### src/rtl/alu_pkg.sv
// alu_pkg: function codes and flag bit positions shared by the ALU pipeline
package alu_pkg;
   localparam logic [3:0] FN_ADD  = 4'd0;
   localparam logic [3:0] FN_SUB  = 4'd1;
   localparam logic [3:0] FN_MUL  = 4'd2;
   localparam logic [3:0] FN_A    = 4'd3;
   localparam logic [3:0] FN_B    = 4'd4;
   localparam logic [3:0] FN_AND  = 4'd5;
   localparam logic [3:0] FN_OR   = 4'd6;
   localparam logic [3:0] FN_XOR  = 4'd7;
   localparam logic [3:0] FN_NEGA = 4'd8;
   localparam logic [3:0] FN_NEGB = 4'd9;
   localparam logic [3:0] FN_SHR  = 4'd10;
   localparam logic [3:0] FN_SHL  = 4'd11;
   localparam logic [3:0] FN_ROTL = 4'd12;
   localparam logic [3:0] FN_ROTR = 4'd13;
   localparam logic [3:0] FN_SLT  = 4'd14;
   localparam logic [3:0] FN_NOP  = 4'd15;
   localparam int FLAG_ZERO  = 0;
   localparam int FLAG_CARRY = 1;
   localparam int FLAG_OVF   = 2;
endpackage

### src/rtl/alu_exec.sv
// alu_exec: combinational ALU core producing result, carry/borrow and signed overflow
module alu_exec
   import alu_pkg::*;
#(
   parameter int DATA_W = 16
) (
   input  logic [DATA_W-1:0] a,
   input  logic [DATA_W-1:0] b,
   input  logic [3:0]        func,
   output logic [DATA_W-1:0] z,
   output logic              carry,
   output logic              ovf
);
   localparam int M = DATA_W - 1;
   logic [DATA_W:0]   sum, dif;
   logic [DATA_W-1:0] prod, na, nb;
   assign sum  = {1'b0, a} + {1'b0, b};
   assign dif  = {1'b0, a} - {1'b0, b};
   assign prod = a * b;
   assign na   = '0 - a;
   assign nb   = '0 - b;
   // Negation only overflows on the most negative value, which maps onto itself
   always_comb begin
      z     = '0;
      carry = 1'b0;
      ovf   = 1'b0;
      case (func)
         FN_ADD:  begin z = sum[M:0]; carry = sum[DATA_W]; ovf = (a[M] == b[M]) && (sum[M] != a[M]); end
         FN_SUB:  begin z = dif[M:0]; carry = dif[DATA_W]; ovf = (a[M] != b[M]) && (dif[M] != a[M]); end
         FN_MUL:  z = prod;
         FN_A:    z = a;
         FN_B:    z = b;
         FN_AND:  z = a & b;
         FN_OR:   z = a | b;
         FN_XOR:  z = a ^ b;
         FN_NEGA: begin z = na; ovf = a[M] && na[M]; end
         FN_NEGB: begin z = nb; ovf = b[M] && nb[M]; end
         FN_SHR:  begin z = {1'b0, a[M:1]}; carry = a[0]; end
         FN_SHL:  begin z = {a[M-1:0], 1'b0}; carry = a[M]; end
         FN_ROTL: z = {a[M-1:0], a[M]};
         FN_ROTR: z = {a[0], a[M:1]};
         FN_SLT:  z = {{M{1'b0}}, $signed(a) < $signed(b)};
         default: z = '0;
      endcase
   end
endmodule

### src/rtl/alu_pipe_param.sv
// alu_pipe_param: 4-stage ALU pipeline (read, execute, writeback, store) with forwarding and stall
module alu_pipe_param
   import alu_pkg::*;
#(
   parameter int DATA_W = 16,
   parameter int REG_AW = 4,
   parameter int MEM_AW = 8
) (
   input  logic              clk,
   input  logic              rst,
   input  logic              stall,
   input  logic              in_valid,
   input  logic [REG_AW-1:0] rs1,
   input  logic [REG_AW-1:0] rs2,
   input  logic [REG_AW-1:0] rd,
   input  logic [3:0]        func,
   input  logic [MEM_AW-1:0] addr,
   output logic [DATA_W-1:0] zout,
   output logic              zout_valid,
   output logic [2:0]        flags,
   input  logic [MEM_AW-1:0] dbg_addr,
   output logic [DATA_W-1:0] dbg_data
);
   logic [DATA_W-1:0] rf  [2**REG_AW];
   logic [DATA_W-1:0] mem [2**MEM_AW];
   logic              v1, v2, v3;
   logic [DATA_W-1:0] s1_a, s1_b, s2_z, s3_z;
   logic [REG_AW-1:0] s1_rs1, s1_rs2, s1_rd, s2_rd, s3_rd;
   logic [3:0]        s1_func;
   logic [MEM_AW-1:0] s1_addr, s2_addr, s3_addr;
   logic [2:0]        s2_flags, ex_flags;
   logic [DATA_W-1:0] op_a, op_b, ex_z;
   logic              ex_carry, ex_ovf;
   // Younger result (S2) takes precedence over the older one (S3), then the issue-time read
   assign op_a = (v2 && s2_rd == s1_rs1) ? s2_z : (v3 && s3_rd == s1_rs1) ? s3_z : s1_a;
   assign op_b = (v2 && s2_rd == s1_rs2) ? s2_z : (v3 && s3_rd == s1_rs2) ? s3_z : s1_b;
   alu_exec #(.DATA_W(DATA_W)) u_exec (
      .a    (op_a),
      .b    (op_b),
      .func (s1_func),
      .z    (ex_z),
      .carry(ex_carry),
      .ovf  (ex_ovf)
   );
   // Pack execute-stage status into the output flag layout
   always_comb begin
      ex_flags             = '0;
      ex_flags[FLAG_ZERO]  = ex_z == '0;
      ex_flags[FLAG_CARRY] = ex_carry;
      ex_flags[FLAG_OVF]   = ex_ovf;
   end
   // Pipeline latches; a NOP is dropped to an invalid bubble on entering S2 so it writes and forwards nothing
   always_ff @(posedge clk) begin
      if (rst) begin
         v1         <= 1'b0;
         v2         <= 1'b0;
         v3         <= 1'b0;
         zout       <= '0;
         flags      <= '0;
         zout_valid <= 1'b0;
      end else if (!stall) begin
         v1         <= in_valid;
         s1_a       <= rf[rs1];
         s1_b       <= rf[rs2];
         s1_rs1     <= rs1;
         s1_rs2     <= rs2;
         s1_rd      <= rd;
         s1_func    <= func;
         s1_addr    <= addr;
         v2         <= v1 && s1_func != FN_NOP;
         s2_z       <= ex_z;
         s2_flags   <= ex_flags;
         s2_rd      <= s1_rd;
         s2_addr    <= s1_addr;
         v3         <= v2;
         s3_z       <= s2_z;
         s3_rd      <= s2_rd;
         s3_addr    <= s2_addr;
         zout_valid <= v2;
         if (v2) begin
            zout  <= s2_z;
            flags <= s2_flags;
         end
      end
   end
   // Register bank: cleared by reset, written back from S2
   always_ff @(posedge clk) begin
      if (rst) begin
         for (int i = 0; i < 2**REG_AW; i++) rf[i] <= '0;
      end else if (!stall && v2) begin
         rf[s2_rd] <= s2_z;
      end
   end
   // Data memory keeps its contents over reset; reset only blocks the store
   always_ff @(posedge clk) begin
      if (!rst && !stall && v3) mem[s3_addr] <= s3_z;
   end
   assign dbg_data = mem[dbg_addr];
endmodule
### config.mk
export PLATFORM = sky130hd
export DESIGN_NAME = alu_pipe_param
export DESIGN_NICKNAME = d
export VERILOG_FILES = /design/src/rtl/alu_pkg.sv /design/src/rtl/alu_exec.sv /design/src/rtl/alu_pipe_param.sv
export SDC_FILE = /design/constraint.sdc
export NUM_CORES = 2
export LEC_CHECK = 0
export BUFFER_PORTS_ARGS = -buffer_cell sky130_fd_sc_hd__buf_4
export CORE_UTILIZATION = 35
export DETAILED_ROUTE_END_ITERATION = 10
export PLACE_DENSITY = 0.47
export SYNTH_ARGS = -nofsm -noshare
export SYNTH_HDL_FRONTEND = slang
export SYNTH_HIERARCHICAL = 1
export SYNTH_MEMORY_MAX_BITS = 65536
export SYNTH_SLANG_ARGS = --single-unit
### constraint.sdc
create_clock -name clk -period 24.3 [get_ports clk]
set_input_delay 4.86 -clock clk [delete_from_list [all_inputs] [get_ports clk]]
set_output_delay 4.86 -clock clk [all_outputs]
set_load 0.005 [all_outputs]
==> key figures <==
Placement
  • Cell count after placement: 16500
  • PortBufs: 71
  • Hpwl dp: 331000 um
  • Placer Congestion: 0.869
  • Setup slack after placement: 8.41 ns

Finish
  • Area of the multi-input gates: 0.0464 mm^2
  • Most frequent cells in the layout: edfxtp_1, mux4_2, mux2i_1
  • Register area: 0.135 mm^2
  • Share of post-route cells with drive strength above 1: 21.8%
  • Fillers: 47000
  • Commonest non-fill, non-tap cell in the layout: edfxtp_1
  • Final Non-Filler Cells: 17400
  • Fin nets: 10200
  • Synth-to-layout area growth: 13.7%

Critical path
  • CP endpoint kind: output pin
  • Crit start category: input port
  • CP Max Fanout: 62
  • Setup Crit Path Kind: in -> out
  • Worst Path Arrival: 10.92 ns
  • CP required: 19.44 ns

Routing
  • Detailed-route via count: 96800
  • Routed WL per cell: 32.5 um
  • DRT iter0 DRCs: 9984
  • Routed WL: 565000 um
  • Pre-Repair DR Iteration Count: 5
  • Via/cell ratio: 5.57
  • Final ANT Viol Nets: 0
  • Drt drc: 0

Clocking
  • Clk sinks: 4489
  • Clk Latency, worst-skew pair: 1.08 ns
  • H-tree levels: 5
  • Clock transition at path regs: 0.06 ns
  • Hold_buf cts: 0
  • Max clock buf depth: 4
  • Post-CTS Resized: 0
  • Num CTS Buffers: 477
  • CTS tree: yes
  • Postcts setup bufs: 0
  • CTS Root Cell: clkbuf_16

Worst hold path
  • Hold crit path type: reg -> reg

Floorplan
  • Initial Util: 35.2%
  • Die width: 728 um
  • Row count: 266
  • Die Height: 728 um
  • Total core area: 0.525 mm^2
  • DIE AREA: 0.531 mm^2
  • Top Ports: 72

Power
  • Post-layout power: 17.2 mW
  • Pint: 13.1 mW
  • Power share of the clock group: 41.4%
  • Switch Pwr: 4.05 mW
  • Seq pwr share: 50.0%
  • Peak VDD IR: 0.0897 mV
  • Sw Ratio: 23.6%
  • P_leak: 67.7 nW
  • PwrDens: 81.7 mW/mm^2
  • Combinational share of power: 8.5%

Synth
  • Synth async-reset ratio: 0%
  • Syn avg cell area: 19.3 um^2
  • Synth cell types: 83
  • Register area share after synthesis: 72.9%
  • Yosys warns: 6
  • Post-synth EDFFs: 4467
  • Syn Inst Count: 9573
  • Flops & latches, synth: 4489
  • Main synth FF type: edfxtp_1
  • Post-Syn Nets: 9793
  • Mapped Area: 0.185 mm^2

GRT
  • Vias in the first global route: 98800
  • Total global routing overflow: 0
  • Pin count of the biggest net entering global routing: 204
  • First-pass GRT wire length: 790000 um
  • Total Routing Usage GR: 20.9%
  • Initial antenna violation count: 22

Job
  • MaxCap Viol Count: 1

Timing
  • Max Slew Vio Count: 16
  • Final Hold Vio Count: 0
  • PnR worst setup slack: 8.52 ns
  • Setup TNS: 0 ns
  • Setup violators final: 0
  • Skew final: 0.0907 ns
  • Slew @ Worst Pin: 1.51 ns
  • RSZ-0062 raised after global routing: false
  • Max Freq: 63.4 MHz
  • Final Cycle Share: 64.9%
  • Final worst path period need: 15.78 ns
  • Hold_ws: 0.397 ns
  • Relative slew slack: -0.708%

Status
  • Status: complete, but fails checks
  • Failing checks: max-capacitance violations, max-slew violations
==> metrics by stage <==
step,cell area (um^2),util (%)
2_1_floorplan,185000,-
3_3_place_gp,195000,37.1
3_5_place_dp,195000,37.1
4_1_cts,210000,40.0
5_1_grt,210000,40.0
6_report,210000,40.0
==> cell type report <==
cell class / instances / share of cell area [%]
Timing Repair Buffer: 547 / 2.14
Sequential cell: 4489 / 64.1
Inverter: 166 / 0.303
Tap cell: 6968 / 4.15
Antenna cell: 13 / 0.0155
Clock buffer: 580 / 5.91
Multi-Input combinational cell: 4319 / 22.1
Clock inverter: 306 / 1.28
==> metal layers <==
metal	GRT usage (%)	vias to the layer above	part of all wire [%]
met3	2.88	718	5.8
met1	29.4	52600	43
li1	-	40200	-
met4	5.70	0	2.9
met2	34.3	3307	48
met5	0	-	0
==> Yosys cell counts (all sizes together) (23+ instances only) <==
master | number | share of area [%]
edfxtp | 4467 | 73
mux4 | 937 | 11
mux2i | 742 | 4.0
nor2 | 432 | 0.88
clkbuf | 327 | 0.67
buf | 272 | 1.3
and2 | 263 | 0.89
nand2 | 257 | 0.52
o221ai | 256 | 1.2
o22ai | 210 | 0.71
a21oi | 197 | 0.53
nor3 | 161 | 0.44
inv | 160 | 0.33
ha | 103 | 0.70
o21ai | 98 | 0.27
a22oi | 86 | 0.35
fa | 81 | 0.88
nand3 | 58 | 0.16
xnor2 | 53 | 0.25
nor4 | 43 | 0.15
nand4 | 34 | 0.12
nand2b | 28 | 0.095
nor2b | 26 | 0.088
a221oi | 24 | 0.12
a22o | 23 | 0.11
or2 | 23 | 0.078
==> power groups by stage <==
| stage | combinational (mW) | clock [mW] | sequential [mW] |
|---|---|---|---|
| floorplan | 0.885 | 0 | 8.80 |
| global placement | 1.47 | 0 | 8.74 |
| detailed placement | 1.47 | 0 | 8.75 |
| CTS | 1.48 | 7.26 | 8.58 |
| global route | 1.58 | 7.53 | 8.59 |
| finish | 1.46 | 7.11 | 8.59 |
==> final timing paths <==
path / cells past startpoint / slack, ns / endpoint / start
hold reg to reg: 0 / 0.40 / s3_addr[5] / s2_addr[5]
hold / removal: 0 / 0.40 / s3_addr[5] / s2_addr[5]
setup / recovery: 11 / 8.52 / dbg_data[12] / dbg_addr[0]
setup reg to reg: 26 / 15.70 / s2_flags[0] / s2_rd[2]
==> cells by family (layout without fill, tap and decap cells) <==
| group | count (synthesis) | in the layout | share of synthesized area [%] |
|---|---|---|---|
| AOI/OAI and AO/OA | 1014 | 1014 | 3.87 |
| xor gates and xnor gates | 73 | 73 | 0.346 |
| adders and majority gates | 184 | 184 | 1.58 |
| buffers and inverters | 765 | 1599 | 2.25 |
| DFF | 4489 | 4489 | 72.9 |
| muxes | 1680 | 1680 | 15.5 |
| other | 0 | 13 | 0 |
| and+or+nand+nor | 1368 | 1368 | 3.59 |
==> state kept, by name (all words and copies together), names as in the netlist, 16 cells and up <==
| signal | cells |
|---|---|
| rf | 256 |
| s3_z | 16 |
| zout | 16 |
| s1_a | 16 |
| s1_b | 16 |
| s2_z | 16 |
| mem | 4096 |
==> worst max-delay path, stage by stage <==
cell and delay, ns:
buf_16 0.29, buf_4 0.75, buf_4 0.75, buf_4 0.85, mux4_1 0.66, o22ai_1 0.18, nor3_1 0.15, nor4_1 0.97
or4_1 0.69, a21oi_1 0.17, buf_4 0.19
Power figures use the tool's default switching activity.
